[config.mk]
export PLATFORM = sky130hd
export DESIGN_NAME = ipc_port_hub_flat
export DESIGN_NICKNAME = d
export VERILOG_FILES = /design/src/rtl/ipc_port_hub_if.sv /design/src/rtl/ipc_port_hub.sv /design/src/flat_wrapper.sv
export SDC_FILE = /design/constraint.sdc
export NUM_CORES = 1
export LEC_CHECK = 0
export ABC_AREA = 1
export CAP_MARGIN = 20
export CORE_ASPECT_RATIO = 2
export CORE_UTILIZATION = 51
export CTS_CLUSTER_DIAMETER = 80
export DETAILED_ROUTE_END_ITERATION = 10
export DONT_BUFFER_PORTS = 1
export GPL_TIMING_DRIVEN = 0
export HOLD_SLACK_MARGIN = 0.02
export PLACE_DENSITY = 0.65
export REMOVE_ABC_BUFFERS = 1
export SLEW_MARGIN = 20
export SYNTH_ARGS = -nofsm -noshare
export SYNTH_HDL_FRONTEND = slang
export SYNTH_SLANG_ARGS = --single-unit
[constraint.sdc]
create_clock -name clk -period 2.8 [get_ports clk]
set_input_delay 0.56 -clock clk [delete_from_list [all_inputs] [get_ports clk]]
set_output_delay 0.56 -clock clk [all_outputs]
set_load 0.01 [all_outputs]
[src/rtl/ipc_port_hub_if.sv]
// Bundle of the CPU, sink and host-side signals of the IPC hub.
// The hub itself takes the slave view; the CPU/host side takes the master view.
interface ipc_port_hub_if #(
  parameter int DATA_WIDTH = 32
);
  logic                  wr_valid;
  logic                  wr_ready;
  logic [7:0]            wr_device_id;
  logic [DATA_WIDTH-1:0] wr_value;

  logic                  out_valid;
  logic                  out_ready;
  logic [7:0]            out_device_id;
  logic [DATA_WIDTH-1:0] out_value;

  logic                  in_valid;
  logic [7:0]            in_device_id;
  logic [DATA_WIDTH-1:0] in_value;

  logic                  rd_req;
  logic [7:0]            rd_device_id;
  logic                  rd_valid;
  logic [DATA_WIDTH-1:0] rd_value;
  logic                  rd_fresh;

  logic [7:0]            drop_count;

  modport master (
    output wr_valid, wr_device_id, wr_value,
    input  wr_ready,
    input  out_valid, out_device_id, out_value,
    output out_ready,
    output in_valid, in_device_id, in_value,
    output rd_req, rd_device_id,
    input  rd_valid, rd_value, rd_fresh,
    input  drop_count
  );

  modport slave (
    input  wr_valid, wr_device_id, wr_value,
    output wr_ready,
    output out_valid, out_device_id, out_value,
    input  out_ready,
    input  in_valid, in_device_id, in_value,
    input  rd_req, rd_device_id,
    output rd_valid, rd_value, rd_fresh,
    output drop_count
  );
endinterface

[src/rtl/ipc_port_hub.sv]
// IPC hub: outbound write FIFO drained over valid/ready, per-device inbound mailboxes with
// fresh flags, optional loopback of drained writes into the mailboxes, and a drop counter.
module ipc_port_hub #(
  parameter int DATA_WIDTH  = 32,
  parameter int NUM_DEVICES = 8,
  parameter int FIFO_DEPTH  = 4,
  parameter int LOOPBACK    = 0
) (
  input logic           clk,
  input logic           rst_n,
  ipc_port_hub_if.slave bus
);
  localparam int DEV_W = $clog2(NUM_DEVICES);
  localparam int PTR_W = $clog2(FIFO_DEPTH);
  localparam int CNT_W = PTR_W + 1;
  localparam logic [8:0]       DEV_LIMIT = 9'(NUM_DEVICES);
  localparam logic [CNT_W-1:0] FIFO_FULL = CNT_W'(FIFO_DEPTH);

  logic [7:0]            fifo_id    [FIFO_DEPTH];
  logic [DATA_WIDTH-1:0] fifo_value [FIFO_DEPTH];
  logic [PTR_W-1:0]      wr_ptr;
  logic [PTR_W-1:0]      rd_ptr;
  logic [CNT_W-1:0]      count;

  logic [DATA_WIDTH-1:0]  mbox [NUM_DEVICES];
  logic [NUM_DEVICES-1:0] fresh;

  logic                  rd_valid_q;
  logic [DATA_WIDTH-1:0] rd_value_q;
  logic                  rd_fresh_q;
  logic [7:0]            drop_count_q;

  logic wr_in_range, in_in_range, rd_in_range;
  logic wr_drop, in_drop, rd_drop;
  logic wr_ready_int, out_valid_int;
  logic push, pop, lb_we;
  logic [DEV_W-1:0] in_idx, rd_idx, lb_idx;
  logic [7:0]            head_id;
  logic [DATA_WIDTH-1:0] head_value;
  logic [1:0] drop_inc;
  logic [8:0] drop_sum;

  assign wr_in_range = {1'b0, bus.wr_device_id} < DEV_LIMIT;
  assign in_in_range = {1'b0, bus.in_device_id} < DEV_LIMIT;
  assign rd_in_range = {1'b0, bus.rd_device_id} < DEV_LIMIT;

  assign wr_drop = bus.wr_valid & ~wr_in_range;
  assign in_drop = bus.in_valid & ~in_in_range;
  assign rd_drop = bus.rd_req   & ~rd_in_range;

  // Readiness depends on occupancy alone, so a full FIFO never lets a write slip past a pop.
  assign wr_ready_int  = count < FIFO_FULL;
  assign out_valid_int = count != '0;

  assign push = bus.wr_valid & wr_ready_int & wr_in_range;
  assign pop  = out_valid_int & bus.out_ready;

  assign head_id    = fifo_id[rd_ptr];
  assign head_value = fifo_value[rd_ptr];

  assign in_idx = bus.in_device_id[DEV_W-1:0];
  assign rd_idx = bus.rd_device_id[DEV_W-1:0];
  assign lb_idx = head_id[DEV_W-1:0];
  assign lb_we  = (LOOPBACK != 0) && pop;

  assign drop_inc = {1'b0, wr_drop} + {1'b0, in_drop} + {1'b0, rd_drop};
  assign drop_sum = {1'b0, drop_count_q} + {7'b0, drop_inc};

  assign bus.wr_ready      = wr_ready_int;
  assign bus.out_valid     = out_valid_int;
  assign bus.out_device_id = head_id;
  assign bus.out_value     = head_value;
  assign bus.rd_valid      = rd_valid_q;
  assign bus.rd_value      = rd_value_q;
  assign bus.rd_fresh      = rd_fresh_q;
  assign bus.drop_count    = drop_count_q;

  // Outbound FIFO: circular buffer whose head entry is presented directly on the out port.
  always_ff @(posedge clk or negedge rst_n) begin
    if (!rst_n) begin
      wr_ptr <= '0;
      rd_ptr <= '0;
      count  <= '0;
      for (int i = 0; i < FIFO_DEPTH; i++) begin
        fifo_id[i]    <= '0;
        fifo_value[i] <= '0;
      end
    end else begin
      if (push) begin
        fifo_id[wr_ptr]    <= bus.wr_device_id;
        fifo_value[wr_ptr] <= bus.wr_value;
        wr_ptr             <= wr_ptr + PTR_W'(1);
      end
      if (pop) begin
        rd_ptr <= rd_ptr + PTR_W'(1);
      end
      unique case ({push, pop})
        2'b10:   count <= count + CNT_W'(1);
        2'b01:   count <= count - CNT_W'(1);
        default: count <= count;
      endcase
    end
  end

  // Mailboxes: host load beats loopback, and any write beats the fresh-clear of a read.
  always_ff @(posedge clk or negedge rst_n) begin
    if (!rst_n) begin
      fresh <= '0;
      for (int i = 0; i < NUM_DEVICES; i++) begin
        mbox[i] <= '0;
      end
    end else begin
      for (int i = 0; i < NUM_DEVICES; i++) begin
        if (bus.in_valid && in_in_range && in_idx == DEV_W'(i)) begin
          mbox[i]  <= bus.in_value;
          fresh[i] <= 1'b1;
        end else if (lb_we && lb_idx == DEV_W'(i)) begin
          mbox[i]  <= head_value;
          fresh[i] <= 1'b1;
        end else if (bus.rd_req && rd_in_range && rd_idx == DEV_W'(i)) begin
          fresh[i] <= 1'b0;
        end
      end
    end
  end

  // Read port returns the mailbox as it stood before the edge; out-of-range reads return zero.
  always_ff @(posedge clk or negedge rst_n) begin
    if (!rst_n) begin
      rd_valid_q <= 1'b0;
      rd_value_q <= '0;
      rd_fresh_q <= 1'b0;
    end else begin
      rd_valid_q <= bus.rd_req;
      if (bus.rd_req) begin
        if (rd_in_range) begin
          rd_value_q <= mbox[rd_idx];
          rd_fresh_q <= fresh[rd_idx];
        end else begin
          rd_value_q <= '0;
          rd_fresh_q <= 1'b0;
        end
      end
    end
  end

  // Saturating tally of out-of-range accesses, up to one per port per cycle.
  always_ff @(posedge clk or negedge rst_n) begin
    if (!rst_n) begin
      drop_count_q <= '0;
    end else begin
      drop_count_q <= drop_sum[8] ? 8'hFF : drop_sum[7:0];
    end
  end
endmodule

[src/flat_wrapper.sv]
// flat-port wrapper written by rule: the top's interface ports become plain ports
module ipc_port_hub_flat 
#(
  parameter int DATA_WIDTH  = 32,
  parameter int NUM_DEVICES = 8,
  parameter int FIFO_DEPTH  = 4,
  parameter int LOOPBACK    = 0
)
  (clk, rst_n, bus_wr_valid, bus_wr_device_id, bus_wr_value, bus_wr_ready, bus_out_valid, bus_out_device_id, bus_out_value, bus_out_ready, bus_in_valid, bus_in_device_id, bus_in_value, bus_rd_req, bus_rd_device_id, bus_rd_valid, bus_rd_value, bus_rd_fresh, bus_drop_count);
  ipc_port_hub_if #(.DATA_WIDTH(DATA_WIDTH)) bus_i ();
  input logic clk;
  input logic rst_n;
  input wire logic [$bits(bus_i.wr_valid)-1:0] bus_wr_valid;
  input wire logic [$bits(bus_i.wr_device_id)-1:0] bus_wr_device_id;
  input wire logic [$bits(bus_i.wr_value)-1:0] bus_wr_value;
  output wire logic [$bits(bus_i.wr_ready)-1:0] bus_wr_ready;
  output wire logic [$bits(bus_i.out_valid)-1:0] bus_out_valid;
  output wire logic [$bits(bus_i.out_device_id)-1:0] bus_out_device_id;
  output wire logic [$bits(bus_i.out_value)-1:0] bus_out_value;
  input wire logic [$bits(bus_i.out_ready)-1:0] bus_out_ready;
  input wire logic [$bits(bus_i.in_valid)-1:0] bus_in_valid;
  input wire logic [$bits(bus_i.in_device_id)-1:0] bus_in_device_id;
  input wire logic [$bits(bus_i.in_value)-1:0] bus_in_value;
  input wire logic [$bits(bus_i.rd_req)-1:0] bus_rd_req;
  input wire logic [$bits(bus_i.rd_device_id)-1:0] bus_rd_device_id;
  output wire logic [$bits(bus_i.rd_valid)-1:0] bus_rd_valid;
  output wire logic [$bits(bus_i.rd_value)-1:0] bus_rd_value;
  output wire logic [$bits(bus_i.rd_fresh)-1:0] bus_rd_fresh;
  output wire logic [$bits(bus_i.drop_count)-1:0] bus_drop_count;
  assign bus_i.wr_valid = bus_wr_valid;
  assign bus_i.wr_device_id = bus_wr_device_id;
  assign bus_i.wr_value = bus_wr_value;
  assign bus_wr_ready = bus_i.wr_ready;
  assign bus_out_valid = bus_i.out_valid;
  assign bus_out_device_id = bus_i.out_device_id;
  assign bus_out_value = bus_i.out_value;
  assign bus_i.out_ready = bus_out_ready;
  assign bus_i.in_valid = bus_in_valid;
  assign bus_i.in_device_id = bus_in_device_id;
  assign bus_i.in_value = bus_in_value;
  assign bus_i.rd_req = bus_rd_req;
  assign bus_i.rd_device_id = bus_rd_device_id;
  assign bus_rd_valid = bus_i.rd_valid;
  assign bus_rd_value = bus_i.rd_value;
  assign bus_rd_fresh = bus_i.rd_fresh;
  assign bus_drop_count = bus_i.drop_count;
  ipc_port_hub #(.DATA_WIDTH(DATA_WIDTH), .NUM_DEVICES(NUM_DEVICES), .FIFO_DEPTH(FIFO_DEPTH), .LOOPBACK(LOOPBACK)) u_core (.clk(clk), .rst_n(rst_n), .bus(bus_i));
endmodule
==> results.rst, run 1 <==
.. list-table::
   :header-rows: 1

   * - Metric
     - Value
   * - Hold WS
     - -0.2874 ns
   * - Result of the run
     - complete, but fails checks
   * - RSZ-0062 raised after global routing
     - false
   * - Num rows
     - between 100 and 150
   * - Htree depth
     - 2
   * - Number of cells on the critical path
     - 4
   * - Clock tree from TritonCTS
     - yes
   * - Post-synth ARST share
     - 1.000
   * - Total met2 wirelength after detailed routing
     - approximately 27 mm
   * - Violated checks
     - negative hold slack, max-slew violations
   * - Residual DRC
     - 0
   * - Initial Utilization
     - 0.5176
   * - Count of vias placed by the detailed router
     - between 15000 and 20000
   * - Critical path fanouts, max
     - a little over 80
   * - First-pass GRT wire length
     - around 84 mm
   * - Max Clock Freq
     - approximately 360 MHz
   * - Antenna Nets Post-Route
     - 0
   * - Share of layout cells above drive strength 1
     - 0.06976
   * - Sum of overflow across all layers after global routing
     - 0
   * - Worst Path Arrival
     - 2.19 ns
   * - LEAKAGE
     - 11.59 nW
   * - Slew Limit Headroom
     - -0.1344
   * - Inserted Clock Buffers
     - 43
   * - Seq/Total Area, Yosys
     - 0.5474
   * - Startpoint types
     - flip-flop
   * - Register-to-register setup slack
     - 0.39 ns
   * - Maximum capacitance violations
     - 0
   * - Via count of the first global-routing pass
     - about 16000
   * - Path depth of the worst reg2reg path
     - 8
   * - Worst flop-to-flop path startpoint
     - u_core.bus.drop_count[0]$_DFF_PN0_
   * - Die Ht
     - around 300 um
   * - Worst setup slack after placement
     - -1.059 ns
   * - Worst setup path start
     - u_core.rd_ptr[0]$_DFFE_PN0P_
   * - Vias per cell
     - 5.222
   * - Tcrit/Tclk final
     - 0.9818
   * - Synth Instances
     - between 2000 and 3000
   * - Cell variety after synth
     - 28
   * - Fraction of post-synthesis cell area in the top cell type by area
     - 0.5474
   * - Destination of the worst register-to-register timing path
     - u_core.bus.drop_count[5]$_DFF_PN0_
   * - Area growth from synthesis to layout
     - 8.633%
   * - CP cell instances
     - buf_16 > inv_16 > o21ai_0 > o22ai_1
   * - Initial DRC Count
     - between 800 and 900
   * - Number of I/O port buffers
     - 0
   * - Master of the slowest instance on the critical path
     - dfrtp_4
   * - Clock Pin Slew Worst Setup and Hold Paths
     - 0.06 ns
   * - Cell area after synthesis
     - 0.02162 sq mm
   * - Root Buffer
     - clkbuf_16
   * - Later-pin clock latency in the skew report
     - approximately 0.57 ns
   * - Synth area leader
     - dfrtp_1
   * - I/O pin total
     - about 180
   * - IR drop worst, VDD
     - roughly 590 uV
   * - Skew final
     - around 0.029 ns
   * - Gr usage total
     - 0.2419
   * - Required time at the endpoint of the critical path
     - roughly 2.2 ns
   * - Largest net degree at the start of global routing
     - ~470
   * - Worst Path Buf+Inv
     - 2
   * - Yosys Warn Count
     - 0
   * - Total length of routed wires
     - around 52 mm
   * - Post-layout net count
     - approximately 2700
   * - Critical Setup Path Class
     - flip-flop to primary output
   * - Met1 Wirelength
     - about 21 mm
   * - Number of enable-type register cells in the synthesized netlist
     - 0
   * - Most used flip-flop cell after synthesis
     - dfrtp_1
   * - Highest metal used
     - met5
   * - DP HPWL
     - about 30 mm
   * - Initial DRT Pass Iterations
     - 5
   * - Initial antenna violation count
     - 2
   * - Routed length per placed instance
     - between 15 and 20 um
   * - Largest delay share family, worst path
     - flip-flops
   * - Transition time at the pin with the least slew margin
     - about 1.7 ns
   * - RePlAce Congestion
     - 0.7627
   * - Setup crit end kind
     - primary output
   * - Area of the core
     - 0.04178 sq mm
   * - Time the worst path needs with I/O delays and setup
     - 2.749 ns
   * - Final-report max-slew violation count
     - around 220
   * - Seq cells post-synth
     - 473
   * - Deepest clock path buffer count
     - 3
   * - Power density over cell area
     - roughly 730 mW/mm^2
   * - Total met3 wirelength after detailed routing
     - between 2 and 3 mm
   * - Synthesized area per cell
     - ~8.1 sq um
   * - Total die area
     - approximately 0.043 sq mm
   * - Setup violations, final
     - 0
   * - Die X-Extent
     - about 150 um
   * - Clock sink count
     - 473
   * - Top cells by area, synth
     - dfrtp_1, nand2_1, o21ai_0
   * - Worst Slack Setup Final
     - around 0.05 ns
   * - Hold Crit Class
     - input pin to async pin
   * - Endpoint of the most critical setup path
     - bus_out_value[7]
   * - CTS Hold Buffers Added
     - 1
   * - Hold violation total from the final report
     - approximately 220
   * - Critical Path Max Stage Delay
     - 0.57 ns
-- state kept, by name, indices dropped and copies added (netlist names) --
signal / cells
u_core.mbox: 256
u_core.fifo_value: 128
u_core.bus.rd_value: 32
u_core.fifo_id: 32
u_core.bus.drop_count: 8
u_core.fresh: 8
u_core.count: 3
u_core.rd_ptr: 2
u_core.wr_ptr: 2
u_core.bus.rd_fresh: 1
u_core.bus.rd_valid: 1
-- per-stage QoR --
| step | instance area, sq um | TNS, ns | std cells | util | power (mW) |
|---|---|---|---|---|---|
| 3_5_place_dp | 21870 | -24.12 | 3070 | 0.5236 | 11.00 |
| 4_1_cts | 23440 | 0 | 3149 | 0.5611 | 17.40 |
| 5_1_grt | 23490 | 0 | 3150 | 0.5622 | 18.11 |
| 6_report | 23490 | 0 | 3151 | 0.5623 | 17.24 |
| 2_1_floorplan | 20760 | -11.89 | 2516 | - | 9.976 |
| 3_3_place_gp | 21440 | -321.09 | 3056 | 0.5131 | 10.75 |
-- placed cells by master, fill, tap and decap left out, drive strengths merged, types with 5 or more instances in the layout --
master,count
inv,319
clkinv,9
clkbuf,60
nand2,915
o22ai,40
bufinv,5
nor2,150
nand4,6
clkinvlp,5
dfrtp,473
nand3,44
ha,7
o21ai,549
buf,14
-- power by group --
part | total (mW) | switching (mW) | internal, mW
sequential | 7.78 | 0.412 | 7.37
combinational | 3.20 | 2.14 | 1.06
clock | 6.26 | 2.62 | 3.65
-- how the worst min path moves through the flow --
stage | to | startpoint | slack [ns] | cells past startpoint
CTS | u_core.bus.rd_valid$_DFF_PN0_ | rst_n | -0.34 | 0
global route | u_core.fifo_value[1]$_DFFE_PN0P_ | rst_n | -0.32 | 0
detailed placement | u_core.fifo_value[33]$_DFFE_PN0P_ | rst_n | 0.27 | 0
global placement | u_core.fifo_value[33]$_DFFE_PN0P_ | rst_n | 0.27 | 0
floorplan | u_core.bus.drop_count[0]$_DFF_PN0_ | rst_n | 0.26 | 0
finish | u_core.fifo_value[1]$_DFFE_PN0P_ | rst_n | -0.29 | 0
-- final cells by class --
cell class,instances,area (sq um)
Clock inverter,18,240.2
Timing Repair Buffer,15,350.3
Tap cell,540,675.6
Inverter,320,1222
Fill cell,3881,18290
Antenna cell,2,5.005
Multi-Input combinational cell,1723,7884
Sequential cell,473,11840
Clock buffer,60,1271
-- cells in the mapped netlist, types with 6 or more instances --
| master | n |
|---|---|
| nand3_1 | 44 |
| o22ai_1 | 40 |
| nand4_1 | 6 |
| nor2_1 | 145 |
| nand2_1 | 907 |
| o21ai_0 | 404 |
| buf_6 | 31 |
| o21ai_2 | 55 |
| buf_2 | 43 |
| ha_1 | 7 |
| dfrtp_1 | 473 |
| clkbuf_1 | 72 |
| o21ai_1 | 90 |
| inv_1 | 316 |
-- layer usage --
layer / up-vias / track usage
li1: 8135 / -
met1: 7865 / 0.2777
met2: 365 / 0.4477
met3: 88 / 0.04224
met4: 2 / 0.08147
met5: - / 0
-- kinds of logic after synthesis --
logic type               Yosys count  synth area share
AND/OR/NAND/NOR                 1118            0.2002
AO/OA/AOI/OAI                    591            0.1487
flip-flops                       473            0.5474
buffers and inverters            471           0.09536
adder cells (fa/ha/maj)           10          0.006828
XOR/XNOR                           4          0.001620
-- timing repair --
action,CTS,global route
cloned,0,0
setup buffers,0,0
endpoints found under the hold margin,474,473
endpoints found under the setup margin,64,23
gates resized for setup,10,8
Power figures use the tool's default switching activity.
==> run 2: changes to the inputs <==
CELL_PAD_IN_SITES_DETAIL_PLACEMENT = 0   (was default)
CELL_PAD_IN_SITES_GLOBAL_PLACEMENT = 1   (was default)
CORE_UTILIZATION = 48   (was 51)
PLACE_DENSITY = 0.79   (was 0.65)
==> results.rst, run 2 (synthesized netlist as in run 1, its figures left out) <==
.. list-table::
   :header-rows: 1

   * - Metric
     - Value
   * - Htree depth
     - 2 (unchanged)
   * - Total length of routed wires
     - 53.22 mm (+2.9%)
   * - IR drop worst, VDD
     - 584.9 uV (-0.19%)
   * - Maximum capacitance violations
     - 0 (unchanged)
   * - Tcrit/Tclk final
     - 0.9565 (-0.02527)
   * - Vias per cell
     - 5.181 (-0.78%)
   * - Number of non-filler instances in the completed layout
     - 3163 (+0.38%)
   * - Area of the core
     - 0.04432 sq mm (+6.1%)
   * - Largest net degree at the start of global routing
     - 474 (unchanged)
   * - Post-layout utilization of the core
     - 0.5294 (-0.03286)
   * - Inserted Clock Buffers
     - 43 (unchanged)
   * - Most frequent standard cell in the layout excluding fill and tap cells
     - nand2_1
   * - Root Buffer
     - clkbuf_16
   * - Hold Crit Class
     - input pin to async pin
   * - Slew Limit Headroom
     - 0.2058 (+0.3402)
   * - Result of the run
     - complete, but fails checks
   * - Power density over cell area
     - 726.5 mW/mm^2 (-1.0%)
   * - Violated checks
     - design-rule violations, negative hold slack
   * - Deepest clock path buffer count
     - 3 (unchanged)
   * - Initial DRT Pass Iterations
     - 8 (+3)
   * - Critical Setup Path Class
     - flip-flop to primary output
   * - Count of vias placed by the detailed router
     - 16390 (-0.40%)
   * - Number of flip-flops in the largest register
     - 256 (unchanged)
   * - Clock tree from TritonCTS
     - yes
   * - Gr usage total
     - 0.2397 (-0.002265)
   * - Setup violations, final
     - 0 (unchanged)
   * - Residual DRC
     - 18 (+18)
   * - Path depth of the worst reg2reg path
     - 8 (unchanged)
   * - Clock sink count
     - 473 (unchanged)
   * - Skew final
     - 0.01416 ns (-0.01447 ns)
   * - Via count of the first global-routing pass
     - 16500 (+1.4%)
   * - Post-layout net count
     - 2682 (+0.075%)
   * - Die Ht
     - 302.2 um (+3.1%)
   * - Total die area
     - 0.04595 sq mm (+6.2%)
   * - Number of I/O port buffers
     - 0 (unchanged)
   * - Finished layout cell area
     - 0.02347 sq mm (-0.11%)
   * - RePlAce Congestion
     - 0.7573 (-0.71%)
   * - Time the worst path needs with I/O delays and setup
     - 2.678 ns (-0.07077 ns)
   * - Later-pin clock latency in the skew report
     - 0.55 ns (-0.02 ns)
   * - PnR Total Power
     - 17.05 mW (-1.1%)
   * - RSZ-0062 raised after global routing
     - false
   * - Antenna Nets Post-Route
     - 0 (unchanged)
   * - Critical Path Max Stage Delay
     - 0.59 ns (+0.02 ns)
   * - Transition time at the pin with the least slew margin
     - 1.191 ns (-0.5102 ns)
   * - Area growth from synthesis to layout
     - 8.518%
   * - Initial Utilization
     - 0.4878 (-0.02973)
   * - Sum of overflow across all layers after global routing
     - 0 (unchanged)
   * - Routed length per placed instance
     - 16.83 um (+2.5%)
   * - Register with the most flip-flops
     - u_core.mbox
   * - Share of layout cells above drive strength 1
     - 0.06408 (-0.005676)
   * - Hold violation total from the final report
     - 473 (+110%)
   * - CTS Hold Buffers Added
     - 1 (unchanged)
   * - Hold WS
     - -0.2785 ns (+0.008895 ns)
   * - Critical path fanouts, max
     - 81 (unchanged)
   * - Post-CTS setup buffer count
     - 0 (unchanged)
   * - Required time at the endpoint of the critical path
     - 2.24 ns (about the same)
   * - I/O pin total
     - 178 (unchanged)
   * - Number of placed cells counting well taps
     - 3087 (+0.55%)
   * - Startpoint types
     - flip-flop
   * - DP HPWL
     - 31.26 mm (+4.1%)
   * - Master of the slowest instance on the critical path
     - dfrtp_4
   * - Clock Pin Slew Worst Setup and Hold Paths
     - 0.06 ns (about the same)
   * - Final-report max-slew violation count
     - 0 (-100%)
   * - CP cell instances
     - inv_8 > o21ai_0 > o22ai_1
   * - LEAKAGE
     - 11.59 nW (about the same)
   * - Die X-Extent
     - 152.1 um (+3.0%)
   * - Worst Path Arrival
     - 2.12 ns (-0.07 ns)
   * - Cell Area, Placed
     - 0.02196 sq mm (+0.38%)
   * - Largest regs
     - u_core.mbox (256), u_core.fifo_value (128)
   * - Setup crit end kind
     - primary output
   * - Most frequent cells in the layout
     - nand2_1, dfrtp_1, o21ai_0
   * - Max Clock Freq
     - 373.4 MHz (+2.6%)
   * - Initial antenna violation count
     - 3 (+1)
   * - First-pass GRT wire length
     - 86.99 mm (+4.2%)
   * - Num rows
     - 109 (+2.8%)
   * - Initial DRC Count
     - 1060 (+19%)
run 2: cell types whose count changed in the layout (fill, tap and decap cells not counted), moves of 2 or more:
| cell | delta |
|---|---|
| buf_16 | +3 |
| clkbuf_1 | +2 |
| clkinv_2 | -4 |
| clkinvlp_4 | -4 |
| inv_2 | +2 |
| o22ai_1 | +10 |
| o22ai_2 | -10 |
run 2: worst max-delay path, delay by kind of cell, from the launching register on:
family          cells  cell delay (ns)
flops               1             0.59
buf+inv             1             0.36
compound gates      2             0.55
run 2: metrics by stage:
stage | TNS, ns | setup slack [ns]
after CTS | 0 | 0.06801
after global placement | -351.97 | -2.274
after detailed placement | -9.021 | -0.4355
final | 0 | 0.1218
after global routing | 0 | 0.01548
after floorplan | -11.89 | -0.2972
run 2: layer usage:
layer / GRT usage / wire length, um / part of all wire / vias to the layer above
met3: 0.04585 / 2907 / 0.055 / 69
met5: 0 / 13 / 0.00024 / -
met4: 0.07677 / 1221 / 0.023 / 2
li1: - / - / - / 8141
met2: 0.4562 / 27900 / 0.52 / 323
met1: 0.2673 / 21170 / 0.40 / 7854
run 2: worst paths after layout:
path / endpoint / start / slack (ns)
max: bus_out_device_id[5] / u_core.rd_ptr[0]$_DFFE_PN0P_ / 0.12
min: u_core.mbox[232]$_DFFE_PN0P_ / rst_n / -0.28
max reg2reg: u_core.bus.drop_count[2]$_DFF_PN0_ / u_core.bus.drop_count[0]$_DFF_PN0_ / 0.38
min reg2reg: u_core.fifo_id[13]$_DFFE_PN0P_ / u_core.fifo_id[13]$_DFFE_PN0P_ / 0.47
max in group asynchronous: u_core.rd_ptr[0]$_DFFE_PN0P_ / rst_n / 2.03
min in group clk: u_core.fresh[4]$_DFFE_PN0P_ / bus_in_device_id[2] / 0.15
run 2: final cells by class:
type | instances | area [sq um]
Fill cell | 4208 | 20860
Clock inverter | 11 | 186.4
Sequential cell | 473 | 11840
Timing Repair Buffer | 17 | 412.9
Antenna cell | 2 | 5.005
Multi-Input combinational cell | 1723 | 7826
Inverter | 320 | 1209
Clock buffer | 62 | 1290
Tap cell | 555 | 694.4
run 2: what timing repair did:
action                                  in CTS  in global routing
endpoints found under the setup margin      40                  1
hold endpoints to repair                   474                473
gates resized for setup                      2                  1
run 2: power breakdown:
| part | internal, mW | total, mW | leakage [nW] | switching, mW |
|---|---|---|---|---|
| Clock | 3.65 | 6.18 | 0.725 | 2.53 |
| Sequential | 7.37 | 7.78 | 6.50 | 0.411 |
| Combinational | 1.02 | 3.09 | 4.37 | 2.07 |
